<file path="src/rtl/tx_line_buffer.sv">
`timescale 1ns/1ps
`default_nettype none
// ============================================================================
// Module   : tx_line_buffer
// Brief    : Byte FIFO between uart_rx and uart_tx with optional CR->CR LF
//            expansion and overflow drop counting.
// Revision : 1.0
// ============================================================================
module tx_line_buffer #(
    parameter int DEPTH_LOG2 = 4,
    parameter bit CRLF_EN    = 1'b1,
    parameter int HOLDOFF    = 4
) (
    input  logic                  clk,
    input  logic                  rst,
    input  logic                  in_valid,
    input  logic [7:0]            in_data,
    input  logic                  tx_ready,
    output logic                  tx_start,
    output logic [7:0]            tx_data,
    output logic [DEPTH_LOG2:0]   count,
    output logic                  empty,
    output logic                  full,
    output logic [7:0]            drop_cnt,
    output logic                  overflow
);

    localparam int                c_DEPTH = 1 << DEPTH_LOG2;
    localparam logic [DEPTH_LOG2:0] c_FULL = {1'b1, {DEPTH_LOG2{1'b0}}};
    localparam logic [7:0]        c_HOLD  = 8'(HOLDOFF);
    localparam logic [7:0]        c_CR    = 8'h0D;
    localparam logic [7:0]        c_LF    = 8'h0A;

    typedef enum logic [0:0] {
        S_IDLE = 1'b0,
        S_WAIT = 1'b1
    } state_t;

    state_t                  r_state;
    state_t                  w_state_next;

    logic [7:0]              r_mem [c_DEPTH];
    logic [DEPTH_LOG2-1:0]   r_wr_ptr;
    logic [DEPTH_LOG2-1:0]   r_rd_ptr;
    logic [DEPTH_LOG2:0]     r_count;
    logic [DEPTH_LOG2:0]     w_count_next;
    logic                    r_empty;
    logic                    r_full;
    logic                    r_tx_start;
    logic [7:0]              r_tx_data;
    logic                    r_lf_pending;
    logic [7:0]              r_drop_cnt;
    logic                    r_overflow;
    logic [7:0]              r_hold;

    logic                    w_push;
    logic                    w_drop;
    logic                    w_pop;
    logic                    w_send_lf;
    logic [7:0]              w_head;

    assign w_head = r_mem[r_rd_ptr];

    // The pending LF outranks queued data so a CR LF pair is never split.
    always_comb begin
        w_state_next = r_state;
        w_pop        = 1'b0;
        w_send_lf    = 1'b0;
        w_push       = in_valid && !r_full;
        w_drop       = in_valid && r_full;
        case (r_state)
            S_IDLE: begin
                if (tx_ready) begin
                    if (r_lf_pending) begin
                        w_send_lf    = 1'b1;
                        w_state_next = S_WAIT;
                    end else if (!r_empty) begin
                        w_pop        = 1'b1;
                        w_state_next = S_WAIT;
                    end
                end
            end
            S_WAIT: begin
                if (!tx_ready || (r_hold == c_HOLD)) begin
                    w_state_next = S_IDLE;
                end
            end
        endcase
        w_count_next = r_count + {{DEPTH_LOG2{1'b0}}, w_push}
                               - {{DEPTH_LOG2{1'b0}}, w_pop};
    end

    always_ff @(posedge clk) begin
        if (w_push) begin
            r_mem[r_wr_ptr] <= in_data;
        end
    end

    always_ff @(posedge clk) begin
        if (rst) begin
            r_state      <= S_IDLE;
            r_wr_ptr     <= '0;
            r_rd_ptr     <= '0;
            r_count      <= '0;
            r_empty      <= 1'b1;
            r_full       <= 1'b0;
            r_tx_start   <= 1'b0;
            r_tx_data    <= 8'h00;
            r_lf_pending <= 1'b0;
            r_drop_cnt   <= 8'h00;
            r_overflow   <= 1'b0;
            r_hold       <= 8'h00;
        end else begin
            r_state    <= w_state_next;
            r_tx_start <= w_pop || w_send_lf;
            if (w_send_lf) begin
                r_tx_data    <= c_LF;
                r_lf_pending <= 1'b0;
            end else if (w_pop) begin
                r_tx_data    <= w_head;
                r_lf_pending <= CRLF_EN && (w_head == c_CR);
                r_rd_ptr     <= r_rd_ptr + DEPTH_LOG2'(1);
            end
            // Hold counter is zero on WAIT entry and saturates at HOLDOFF.
            if (r_state == S_IDLE) begin
                r_hold <= 8'h00;
            end else if (r_hold != c_HOLD) begin
                r_hold <= r_hold + 8'd1;
            end
            if (w_push) begin
                r_wr_ptr <= r_wr_ptr + DEPTH_LOG2'(1);
            end
            if (w_drop) begin
                r_drop_cnt <= r_drop_cnt + 8'd1;
                r_overflow <= 1'b1;
            end
            r_count <= w_count_next;
            r_empty <= (w_count_next == '0);
            r_full  <= (w_count_next == c_FULL);
        end
    end

    assign tx_start = r_tx_start;
    assign tx_data  = r_tx_data;
    assign count    = r_count;
    assign empty    = r_empty;
    assign full     = r_full;
    assign drop_cnt = r_drop_cnt;
    assign overflow = r_overflow;

endmodule
`default_nettype wire

</file>
<file path="config.mk">
export PLATFORM = sky130hd
export DESIGN_NAME = tx_line_buffer
export DESIGN_NICKNAME = d
export VERILOG_FILES = /design/src/rtl/tx_line_buffer.sv
export SDC_FILE = /design/constraint.sdc
export NUM_CORES = 1
export LEC_CHECK = 0
export CORE_ASPECT_RATIO = 2
export CORE_UTILIZATION = 35
export DETAILED_ROUTE_END_ITERATION = 10
export GPL_ROUTABILITY_DRIVEN = 0
export PLACE_DENSITY = 0.63
export SLEW_MARGIN = 20
export SYNTH_ARGS = -nofsm -noshare
export SYNTH_HDL_FRONTEND = slang
export SYNTH_SLANG_ARGS = --single-unit
</file>
<file path="constraint.sdc">
create_clock -name clk -period 6 [get_ports clk]
set_clock_uncertainty 0.2 [all_clocks]
set_input_delay 1.8 -clock clk [delete_from_list [all_inputs] [get_ports clk]]
set_output_delay 1.8 -clock clk [all_outputs]
set_load 0.1 [all_outputs]
</file>
[Yosys cells after proc, flatten, opt, wreduce, memory -nomap -nowiden]
Memories as Yosys holds them, arrays and structs flattened. A register that Yosys moved wholly into a read port is not among the register bits.
Index checks and enable logic that the tools add are counted.
Storage, ports and cells
  register bits: 43
  memory bits (writable): 128
  input port bits: 12
  memories: 1
Memory list
  r_mem: words 16, bits a word 8, read ports 1, clocked after Yosys merged registers in 1, wr ports 1, RTL line 42  | logic [7:0] r_mem [c_DEPTH];
Cells by class
  add/subtract/negate cells: 6
  equality and inequality tests: 4
  muxes and demuxes: 17
  bitwise operators: 2
  reductions and logical operators: 11
Operators with widths (count)
  $add 8x1->8 const B: 2
  $mux 4: 4
  $mux 1: 12
  $add 4x1->4 const B: 2
  $eq 8x3->1 const B: 1
  $eq 8x4->1 const B: 1
  $ne 8x3->1 const B: 1
  $add 5x1->5: 1
  $eq 5x5->1 const B: 1
  $logic_not 5->1: 1
  $sub 5x1->5: 1
  $reduce_or 2->1: 2
  $logic_and 1x1->1: 2
  $logic_not 1->1: 2
  $logic_or 1x1->1: 2
  $not 1->1: 2
  $pmux 1 s2: 1
  $reduce_and 2->1: 1
  $reduce_bool 2->1: 1

[Logic depth before layout (Yosys ltp)]
Gate-level depths: netlist of the first run.
  word-level depth: 7
  mapped depth: 11

[Worst setup path after synthesis of the first run]
No wires, ideal clock.
  kind: in2reg
  start point: input port tx_ready
  end point: register r_full (netlist: full)
  arrival time: 3845 ps
  slack: 1840 ps
  stages: 11
  cells stage by stage: nand2b_1 -> nor3_1 -> buf_2 -> xor2_1 -> ha_1 -> fa_1 -> a21o_1 -> a21oi_1 -> xnor2_1 -> nor2_1 -> and2_1
On the way
  cells in the longest elaborated chain, start to end: 4
Ends and longest elaborated chain
  start, declared: RTL line 18  | input logic tx_ready,
  $mux 1: RTL line 73  | if (tx_ready) begin
  $mux 1: RTL line 71  | case (r_state)
  $sub 5x1->5: RTL line 90  | - {{DEPTH_LOG2{1'b0}}, w_pop};
  $eq 5x5->1: RTL line 139  | r_full <= (w_count_next == c_FULL);
  end signal, assigned: RTL line 139
  end, declared: RTL line 48  | logic r_full;
Every way passes these cells.
A chain may end at the register's enable or synchronous reset.

[Worst setup path in the final report of the first run]
  start point: input port in_valid
  end point: register r_full (netlist: full)
On the way
  cells in the longest elaborated chain, start to end: 4
Ends and longest elaborated chain
  start, declared: RTL line 16  | input logic in_valid,
  $logic_and 1x1->1: RTL line 69  | w_push = in_valid && !r_full;
  $add 5x1->5: RTL line 89  | w_count_next = r_count + {{DEPTH_LOG2{1'b0}}, w_push}
  $sub 5x1->5: RTL line 90
  $eq 5x5->1: RTL line 139
Every way passes these cells.

==> results of run 1 <==
## layout by cell type, fill, tap and decap left out, types with 4 or more instances in the layout
master and n:
sky130_fd_sc_hd__nor3_1 6, sky130_fd_sc_hd__inv_8 6, sky130_fd_sc_hd__nor2b_1 7, sky130_fd_sc_hd__and3_1 5, sky130_fd_sc_hd__edfxtp_1 128, sky130_fd_sc_hd__nand2_1 24, sky130_fd_sc_hd__inv_1 9, sky130_fd_sc_hd__buf_4 4
sky130_fd_sc_hd__clkdlybuf4s50_1 36, sky130_fd_sc_hd__inv_6 5, sky130_fd_sc_hd__clkbuf_16 17, sky130_fd_sc_hd__nand3_1 9, sky130_fd_sc_hd__mux4_2 26, sky130_fd_sc_hd__a22oi_1 12, sky130_fd_sc_hd__xnor2_1 11, sky130_fd_sc_hd__ha_1 12
sky130_fd_sc_hd__dfxtp_1 46, sky130_fd_sc_hd__xor2_1 14, sky130_fd_sc_hd__mux2i_1 12, sky130_fd_sc_hd__nor2_1 61, sky130_fd_sc_hd__a21oi_1 9, sky130_fd_sc_hd__nand2b_1 9
## final timing paths
check | startpoint | to | depth (start not counted)
max reg2reg | flop | tx_data[3] | 6
min | overflow | overflow | 2
max | in_valid | full | 10
min reg2reg | overflow | overflow | 2
## critical path, cell delays in order
cell                              delay [ns]
sky130_fd_sc_hd__clkdlybuf4s50_1        0.49
sky130_fd_sc_hd__nor2b_1                0.58
sky130_fd_sc_hd__xor2_1                 0.15
sky130_fd_sc_hd__ha_1                   0.25
sky130_fd_sc_hd__fa_1                   0.41
sky130_fd_sc_hd__a21o_1                 0.18
sky130_fd_sc_hd__a21oi_1                0.17
sky130_fd_sc_hd__xnor2_1                0.13
sky130_fd_sc_hd__nor2_1                 0.07
sky130_fd_sc_hd__and2_1                 0.15
## logic make-up after synthesis
kind of cell	synth area share [%]
multiplexers	11.3
adder cells (fa/ha/maj)	2.46
AO/OA/AOI/OAI	2.97
flip-flops	69.1
XOR/XNOR	3.16
AND/OR/NAND/NOR	8.91
buffers and inverters	2.02
## power by group
part | internal (mW) | switching [mW] | total [mW]
combinational | 0.275 | 0.489 | 0.764
sequential | 1.38 | 0.0894 | 1.47
clock | 0.595 | 0.499 | 1.09
## state kept, by name (all words and copies together) (netlist names), named ones only
register / cells
count: 5
drop_cnt: 8
empty: 1
full: 1
overflow: 1
r_hold: 8
r_lf_pending: 1
r_mem: 128
r_rd_ptr: 4
r_state: 1
r_wr_ptr: 4
tx_data: 8
tx_start: 1
## metrics by stage
step / hold WS (ns) / util (%)
2_1_floorplan: 0.285 / -
3_3_place_gp: 0.280 / 38.9
3_5_place_dp: 0.286 / 38.9
4_1_cts: 0.302 / 41.9
5_1_grt: 0.341 / 42.0
6_report: 0.293 / 42.0
## metal layers
layer  vias to the layer above  part of all wire [%]  GRT usage [%]
li1                       1730                     -              -
met1                      1841                    36           14.2
met2                        61                    59           27.6
met3                        21                   2.4           2.54
met4                         0                   2.7           7.61
met5                         -                     0              0
## area by class of cell
class                   count  area share, %
clock buffers              17           5.23
clock inverters            15           2.00
inverters                   9          0.416
multi-input cells         242           24.7
flip-flops and latches    175           58.9
well taps                 259           3.99
repair buffers             40           4.80
==> insert_results.sql, run 1 <==
INSERT INTO impl_metrics (metric_group, metric, value, unit) VALUES
('outcome', 'status', 'finished, final reports clean', ''),
('floorplanning', 'die_x', '101', 'um'),
('sta', 'setup-violations-final', '0', ''),
('critical_path', 'r2r_setup_slack', '3.26', 'ns'),
('global_routing', 'maximum_number_of_pins_on_one_net_before_global_route_repair', '36', ''),
('synthesis', 'synth_most_common_cell', 'sky130_fd_sc_hd__edfxtp_1', ''),
('detailed_routing', 'route.detailed.vias_per_inst', '4.83', ''),
('detailed_routing', 'wirelength', '13.7', 'mm'),
('floorplanning', 'pin_count', '37', ''),
('synthesis', 'synth_common_cells', '128 x sky130_fd_sc_hd__edfxtp_1, 61 x sky130_fd_sc_hd__nor2_1, 47 x sky130_fd_sc_hd__dfxtp_1, 26 x sky130_fd_sc_hd__mux4_2, 24 x sky130_fd_sc_hd__nand2_1', ''),
('clock_network', 'postCtsResizedCells', '0', ''),
('clock_network', 'cts.sinks', '175', ''),
('clock_network', 'ctsLongestPathBuffers', '2', ''),
('synthesis', 'netlist.area_leader.share', '55.5', '%'),
('placement', 'half_perimeter_wire_length_after_placement', '9.87', 'mm'),
('finish', 'sequential_cell_area', '4790', 'um2'),
('global_routing', 'grt_antenna_before_repair', '0', ''),
('synthesis', 'syn-cell-area', '6920', 'um2'),
('global_routing', 'vias_in_the_first_global_route', '3851', ''),
('global_routing', 'overall_global_routing_resource_usage', '14.5', '%'),
('finish', 'fill_cells', '1708', ''),
('clock_network', 'cts-hold-fix-buffers', '0', ''),
('floorplanning', 'effective_utilization_at_floorplan', '35.7', '%'),
('clock_network', 'h_tree_levels', '4', ''),
('finish', 'final_cells', '757', ''),
('power', 'power.ir.vdd_worst', '0.225', 'mV'),
('synthesis', 'synth.yosys.seq_area_share', '69.1', '%'),
('sta', 'rsz0062_at_grt', 'no', ''),
('job', 'max_cap_viol_count', '0', ''),
('synthesis', 'synthDominantAreaCellType', 'sky130_fd_sc_hd__edfxtp_1', ''),
('sta', 'final-max-slew-violation-count', '0', ''),
('power', 'power_density', '409', 'nW/um2'),
('critical_path', 'worst-endpoint-required', '6.13', 'ns'),
('critical_path', 'end_kind', 'flop', ''),
('sta', 'tightest_slew', '1.09', 'ns'),
('placement', 'post_place_cell_area', '7530', 'um2'),
('clock_network', 'tritoncts', 'built', ''),
('critical_path', 'path_max_fanout', '10', ''),
('clock_network', 'clkSlewWorstSetupHoldPaths', '0.07', 'ns'),
('finish', 'multi_input_area', '2010', 'um2'),
('synthesis', 'synth_enable_flop_cells', '128', ''),
('sta', 'timing.slew.headroom', '26.5', '%'),
('synthesis', 'post_synth_inst_count', '444', ''),
('global_routing', 'wire_length_of_the_first_global_routing_pass', '21.2', 'mm'),
('floorplanning', 'die_y', '201', 'um'),
('clock_network', 'cts_setup_buffers', '0', ''),
('detailed_routing', 'dr_total_vias', '3653', ''),
('finish', 'fin_nets', '510', ''),
('detailed_routing', 'antenna_violating_nets_post_route', '0', ''),
('placement', 'post_placement_worst_setup_slack', '1.26', 'ns'),
('power', 'p_leak', '2.66', 'nW'),
('finish', 'post_route_cells_drive_above_1_share', '13.7', '%'),
('floorplanning', 'row_count', '72', ''),
('clock_network', 'numCtsBuffers', '17', ''),
('floorplanning', 'core-area', '19400', 'um2'),
('clock_network', 'insertion_delay', '0.43', 'ns'),
('worst_hold_path', 'min-delay-path-class', 'reg2reg', ''),
('synthesis', 'synthesis.nets', '469', ''),
('sta', 'finalCriticalPeriod', '4.25', 'ns'),
('power', 'p_total', '3.33', 'mW'),
('synthesis', 'share_of_synthesized_registers_carrying_an_async_set_or_reset', '0', '%'),
('sta', 'setup_slack', '1.75', 'ns'),
('critical_path', 'path_class', 'in2reg', ''),
('detailed_routing', 'detail_route.iter0.violations', '177', ''),
('finish', 'syn_to_final_growth', '17.5', '%'),
('synthesis', 'dominantRegCellSynth', 'sky130_fd_sc_hd__edfxtp_1', ''),
('synthesis', 'yosys_warnings', '0', ''),
('placement', 'dp_cells', '725', ''),
('detailed_routing', 'drt-pass1-iter-count', '4', ''),
('critical_path', 'critPathLaunchType', 'input port', ''),
('finish', 'antenna_cells', '0', '');
Note: power is estimated with default switching activity, not from simulation.
==> run 2: changes to the inputs <==
- clock period: 6 -> 4.3 ns (I/O delays scaled with it)
==> insert_results.sql, run 2 (synthesis gave the netlist of run 1 again) <==
INSERT INTO impl_metrics (metric_group, metric, value, unit) VALUES
('clock_network', 'tritoncts', 'built', ''),
('power', 'power_density', '556', 'nW/um2'),
('sta', 'final-max-slew-violation-count', '0', ''),
('clock_network', 'clockRootBuffer', 'sky130_fd_sc_hd__clkbuf_16', ''),
('floorplanning', 'effective_utilization_at_floorplan', '35.7', '%'),
('detailed_routing', 'dr_total_vias', '3771', ''),
('sta', 'hold_slack', '0.298', 'ns'),
('outcome', 'status', 'finished, final reports clean', ''),
('critical_path', 'crit_path_top_delay_cell', 'sky130_fd_sc_hd__clkdlybuf4s50_1', ''),
('power', 'p_comb_share', '24.4', '%'),
('floorplanning', 'row_count', '72', ''),
('clock_network', 'insertion_delay', '0.43', 'ns'),
('finish', 'antenna_cells', '0', ''),
('clock_network', 'numCtsBuffers', '17', ''),
('clock_network', 'cts_setup_buffers', '0', ''),
('critical_path', 'critical-path-max-stage-delay', '0.48', 'ns'),
('detailed_routing', 'wirelength', '14.4', 'mm'),
('clock_network', 'postCtsResizedCells', '0', ''),
('detailed_routing', 'drt-pass1-iter-count', '6', ''),
('global_routing', 'overall_global_routing_resource_usage', '15.3', '%'),
('detailed_routing', 'route.detailed.wl_per_inst', '18.6', 'um'),
('floorplanning', 'core-area', '19400', 'um2'),
('floorplanning', 'die_x', '101', 'um'),
('critical_path', 'end_kind', 'flop', ''),
('global_routing', 'grt_antenna_before_repair', '0', ''),
('detailed_routing', 'antenna_violating_nets_post_route', '0', ''),
('placement', 'dp_cells', '741', ''),
('sta', 'setup-violations-final', '0', ''),
('clock_network', 'cts.sinks', '175', ''),
('global_routing', 'maximum_number_of_pins_on_one_net_before_global_route_repair', '36', ''),
('clock_network', 'ctsLongestPathBuffers', '2', ''),
('finish', 'fin_nets', '526', ''),
('sta', 'finalHoldViolations', '0', ''),
('critical_path', 'worst-endpoint-required', '4.43', 'ns'),
('detailed_routing', 'route.detailed.vias_per_inst', '4.88', ''),
('sta', 'rsz0062_at_grt', 'no', ''),
('power', 'p_leak', '2.72', 'nW'),
('sta', 'fmaxAchievable', '285', 'MHz'),
('clock_network', 'cts-hold-fix-buffers', '0', ''),
('power', 'p_int', '3.11', 'mW'),
('global_routing', 'vias_in_the_first_global_route', '3952', ''),
('power', 'sw_share', '31.8', '%'),
('critical_path', 'critPathLaunchType', 'input port', ''),
('clock_network', 'h_tree_levels', '4', ''),
('detailed_routing', 'detail_route.iter0.violations', '208', ''),
('floorplanning', 'pin_count', '37', ''),
('critical_path', 'path_max_fanout', '4', ''),
('power', 'p_switching', '1.45', 'mW'),
('job', 'max_cap_viol_count', '0', ''),
('finish', 'postLayoutCoreUtil', '42.3', '%'),
('sta', 'layout_worst_path_cycle_share', '81.6', '%'),
('worst_hold_path', 'min-delay-path-class', 'reg2reg', ''),
('sta', 'fin_tns_setup', '0', 'ns'),
('floorplanning', 'floorplan.die_area', '20400', 'um2'),
('critical_path', 'cp.arrival', '3.63', 'ns'),
('placement', 'post_place_cell_area', '7640', 'um2'),
('detailed_routing', 'drcViolationCount', '0', ''),
('clock_network', 'clkSlewWorstSetupHoldPaths', '0.06', 'ns'),
('finish', 'post_route_cells_drive_above_1_share', '16.9', '%'),
('finish', 'most_used_cells_in_the_layout_excluding_fill_and_tap_cells', '128 x sky130_fd_sc_hd__edfxtp_1, 61 x sky130_fd_sc_hd__nor2_1, 46 x sky130_fd_sc_hd__dfxtp_1', ''),
('global_routing', 'grt-ovfl-total', '0', ''),
('finish', 'max_flop_register', 'r_mem', ''),
('finish', 'fill_cells', '1724', ''),
('finish', 'syn_to_final_growth', '18.3', '%'),
('power', 'power_frac_clock', '31.2', '%'),
('floorplanning', 'die_y', '201', 'um'),
('finish', 'largest_reg_flops', '128', ''),
('finish', 'final_cells', '773', ''),
('power', 'power.ir.vdd_worst', '0.296', 'mV'),
('global_routing', 'wire_length_of_the_first_global_routing_pass', '22.0', 'mm'),
('sta', 'finalCriticalPeriod', '3.51', 'ns'),
('critical_path', 'cp_cell_sequence', 'clkdlybuf4s50_1, nand2b_1, nor3_2, xor2_1, ha_1, fa_1, a21o_1, a21oi_1, xnor2_1, nor2_1, and2_1', ''),
('power', 'power.share.sequential', '44.4', '%'),
('placement', 'half_perimeter_wire_length_after_placement', '10.2', 'mm'),
('critical_path', 'path_class', 'in2reg', ''),
('sta', 'tightest_slew', '0.974', 'ns'),
('placement', 'place.port_buffers', '36', ''),
('finish', 'mostFrequentLayoutCell', 'sky130_fd_sc_hd__edfxtp_1', ''),
('finish', 'final_area', '8190', 'um2'),
('sta', 'timing.slew.headroom', '34.9', '%');
## run 2: per-stage QoR
step	power, mW	setup WS (ns)
floorplan	2.90	0.650
global placement	3.16	0.392
detailed placement	3.19	0.327
CTS	4.61	0.774
global route	4.73	0.642
finish	4.56	0.791
## run 2: layout make-up
class | instances | area [um2] | area share, %
clock buffer | 17 | 425 | 5.20
clock inverter | 15 | 123 | 1.50
inverter | 9 | 33.8 | 0.413
multi-input combinational | 242 | 2000 | 24.4
sequential | 175 | 4790 | 58.5
tap | 259 | 324 | 3.96
timing repair buffer | 56 | 495 | 6.05
## run 2: path summary, 6_finish.rpt
path / from / end / slack, ns / cells after the start
min: overflow / overflow / 0.30 / 2
max reg2reg: flop / tx_data[1] / 1.48 / 7
max: tx_ready / full / 0.79 / 11
min reg2reg: overflow / overflow / 0.30 / 2
## run 2: routing by layer
metal  global-route usage [%]  up-vias  share of wire (%)
met4                     8.95        0                4.3
met2                     29.1       97                 59
met1                     14.3     1883                 34
li1                         -     1757                  -
met3                     3.31       34                3.1
met5                        0        -                  0
## run 2: worst max-delay path: cells and delay by family
family	cells	cell delay, ns
AOI/OAI and AO/OA	2	0.34
xor gates and xnor gates	2	0.26
adders and majority gates	2	0.65
buffers and inverters	1	0.48
and+or+nand+nor	4	0.63
## run 2: power by group through the flow
stage	registers, mW	clock network (mW)	logic, mW
4_1_cts	2.03	1.45	1.13
2_1_floorplan	2.35	0	0.545
6_report	2.02	1.42	1.11
3_3_place_gp	2.06	0	1.10
3_5_place_dp	2.06	0	1.12
5_1_grt	2.04	1.51	1.18
==> run 3: changes to the inputs <==
- clock period: 4.3 -> 3.4 ns (I/O delays scaled with it)
==> insert_results.sql, run 3 (synthesis gave the netlist of run 1 again) <==
INSERT INTO impl_metrics (metric_group, metric, value, unit) VALUES
('outcome', 'status', 'finished, final reports clean', ''),
('finish', 'antenna_cells', '0', ''),
('sta', 'finalCriticalPeriod', '3.16', 'ns'),
('clock_network', 'postCtsResizedCells', '0', ''),
('clock_network', 'numCtsBuffers', '17', ''),
('critical_path', 'r2r_setup_slack', '0.85', 'ns'),
('global_routing', 'wire_length_of_the_first_global_routing_pass', '21.8', 'mm'),
('critical_path', 'worst_r2r_path_depth', '7', ''),
('global_routing', 'maximum_number_of_pins_on_one_net_before_global_route_repair', '28', ''),
('detailed_routing', 'detail_route.iter0.violations', '198', ''),
('power', 'power.ir.vdd_worst', '0.480', 'mV'),
('floorplanning', 'core-area', '19400', 'um2'),
('critical_path', 'path_class', 'in2reg', ''),
('sta', 'rsz0062_at_grt', 'no', ''),
('critical_path', 'critical-path-max-stage-delay', '0.48', 'ns'),
('clock_network', 'cts.sinks', '175', ''),
('sta', 'final-max-slew-violation-count', '0', ''),
('clock_network', 'cts_setup_buffers', '0', ''),
('finish', 'mostFrequentLayoutCell', 'sky130_fd_sc_hd__edfxtp_1', ''),
('finish', 'max_flop_register', 'r_mem', ''),
('floorplanning', 'pin_count', '37', ''),
('power', 'power_density', '704', 'nW/um2'),
('detailed_routing', 'antenna_violating_nets_post_route', '0', ''),
('finish', 'fin_nets', '535', ''),
('finish', 'post_route_cells_drive_above_1_share', '22.2', '%'),
('worst_hold_path', 'min-delay-path-class', 'reg2reg', ''),
('clock_network', 'h_tree_levels', '4', ''),
('floorplanning', 'die_x', '101', 'um'),
('sta', 'setup-violations-final', '0', ''),
('finish', 'syn_to_final_growth', '19.4', '%'),
('clock_network', 'insertion_delay', '0.42', 'ns'),
('finish', 'most_used_cells_in_the_layout_excluding_fill_and_tap_cells', '128 x sky130_fd_sc_hd__edfxtp_1, 61 x sky130_fd_sc_hd__nor2_1, 52 x sky130_fd_sc_hd__buf_4', ''),
('sta', 'layout_worst_path_cycle_share', '92.8', '%'),
('sta', 'finalHoldViolations', '0', ''),
('placement', 'half_perimeter_wire_length_after_placement', '10.4', 'mm'),
('sta', 'hold_slack', '0.292', 'ns'),
('critical_path', 'end_kind', 'flop', ''),
('floorplanning', 'effective_utilization_at_floorplan', '35.7', '%'),
('critical_path', 'cp.arrival', '3.27', 'ns'),
('power', 'p_total', '5.82', 'mW'),
('sta', 'tightest_slew', '0.724', 'ns'),
('detailed_routing', 'route.detailed.wl_per_inst', '18.1', 'um'),
('clock_network', 'cts-hold-fix-buffers', '0', ''),
('critical_path', 'cp_cell_sequence', 'clkdlybuf4s50_1, nand2b_1, nor3_2, xor2_1, ha_1, fa_1, a21o_1, a21oi_1, xnor2_1, nor2_1, and2_1', ''),
('floorplanning', 'die_y', '201', 'um'),
('finish', 'largest_reg_flops', '128', ''),
('global_routing', 'grt_antenna_before_repair', '0', ''),
('global_routing', 'vias_in_the_first_global_route', '4023', ''),
('power', 'p_leak', '2.84', 'nW'),
('placement', 'dp_cells', '750', ''),
('clock_network', 'clkSlewWorstSetupHoldPaths', '0.07', 'ns'),
('critical_path', 'crit_buf_inv', '1', ''),
('critical_path', 'crit_path_top_delay_cell', 'sky130_fd_sc_hd__clkdlybuf4s50_1', ''),
('detailed_routing', 'wirelength', '14.2', 'mm'),
('global_routing', 'grt-ovfl-total', '0', ''),
('job', 'max_cap_viol_count', '0', ''),
('sta', 'timing.slew.headroom', '51.6', '%'),
('clock_network', 'ctsLongestPathBuffers', '2', ''),
('floorplanning', 'row_count', '72', ''),
('sta', 'fmaxAchievable', '317', 'MHz'),
('finish', 'fill_cells', '1732', ''),
('critical_path', 'path_max_fanout', '3', ''),
('finish', 'final_cells', '782', ''),
('floorplanning', 'floorplan.die_area', '20400', 'um2'),
('detailed_routing', 'route.detailed.vias_per_inst', '4.82', ''),
('critical_path', 'critPathLaunch', 'tx_ready', ''),
('detailed_routing', 'drcViolationCount', '0', ''),
('critical_path', 'critPathLaunchType', 'input port', ''),
('critical_path', 'worst_setup_path_endpoint', 'full', ''),
('clock_network', 'tritoncts', 'built', ''),
('critical_path', 'timing.critical_path.max_delay_family', 'adder cells', ''),
('detailed_routing', 'dr_total_vias', '3770', ''),
('critical_path', 'worst-path-stages', '11', ''),
('placement', 'place.port_buffers', '36', ''),
('detailed_routing', 'drt-pass1-iter-count', '4', ''),
('global_routing', 'overall_global_routing_resource_usage', '15.0', '%'),
('clock_network', 'clockRootBuffer', 'sky130_fd_sc_hd__clkbuf_16', ''),
('critical_path', 'worst-endpoint-required', '3.52', 'ns'),
('critical_path', 'r2r_end', 'r_lf_pending', ''),
('worst_hold_path', 'hold_start', 'overflow', '');
## run 3: metal layers
layer  routed length [um]  GRT usage (%)  vias up
met5                    0              0        -
met4                  545           8.28        0
met3                  408           3.41       31
met2                 8280           28.9       73
met1                 4960           13.8     1890
li1                     -              -     1776
## run 3: cell type report
cell class,count,area (um2),area share (%)
clock buffer,21,503,6.09
tap,259,324,3.92
sequential,175,4790,57.9
clock inverter,11,75.1,0.909
inverter,9,33.8,0.409
multi-input combinational,242,2000,24.2
timing repair buffer,65,541,6.54
## run 3: metrics by stage
stage | setup slack [ns] | TNS (ns) | utilization (%) | area (um2)
after floorplan | 0.0201 | 0 | - | 6920
after global routing | 0.120 | 0 | 42.7 | 8260
after CTS | 0.224 | 0 | 42.7 | 8260
after detailed placement | -0.212 | -0.433 | 39.7 | 7680
after global placement | -0.145 | -0.260 | 39.7 | 7680
final | 0.245 | 0 | 42.7 | 8260
## run 3: where the power goes
part | internal, mW | switching (mW)
Clock | 1.06 | 0.789
Combinational | 0.506 | 0.923
Sequential | 2.43 | 0.106
Total | 4.00 | 1.82
## run 3: worst min-delay path: stages (launching register included)
cell                      delay (ns)
sky130_fd_sc_hd__dfxtp_1        0.34
sky130_fd_sc_hd__nor2_1         0.05
sky130_fd_sc_hd__nor2_1         0.07
## run 3: worst min-delay path by stage
stage          slack, ns  endpoint  cells past startpoint
2_1_floorplan       0.28      flop                      2
3_3_place_gp        0.29  overflow                      2
3_5_place_dp        0.29  overflow                      2
4_1_cts             0.30  overflow                      2
5_1_grt             0.31  overflow                      2
6_report            0.29  overflow                      2
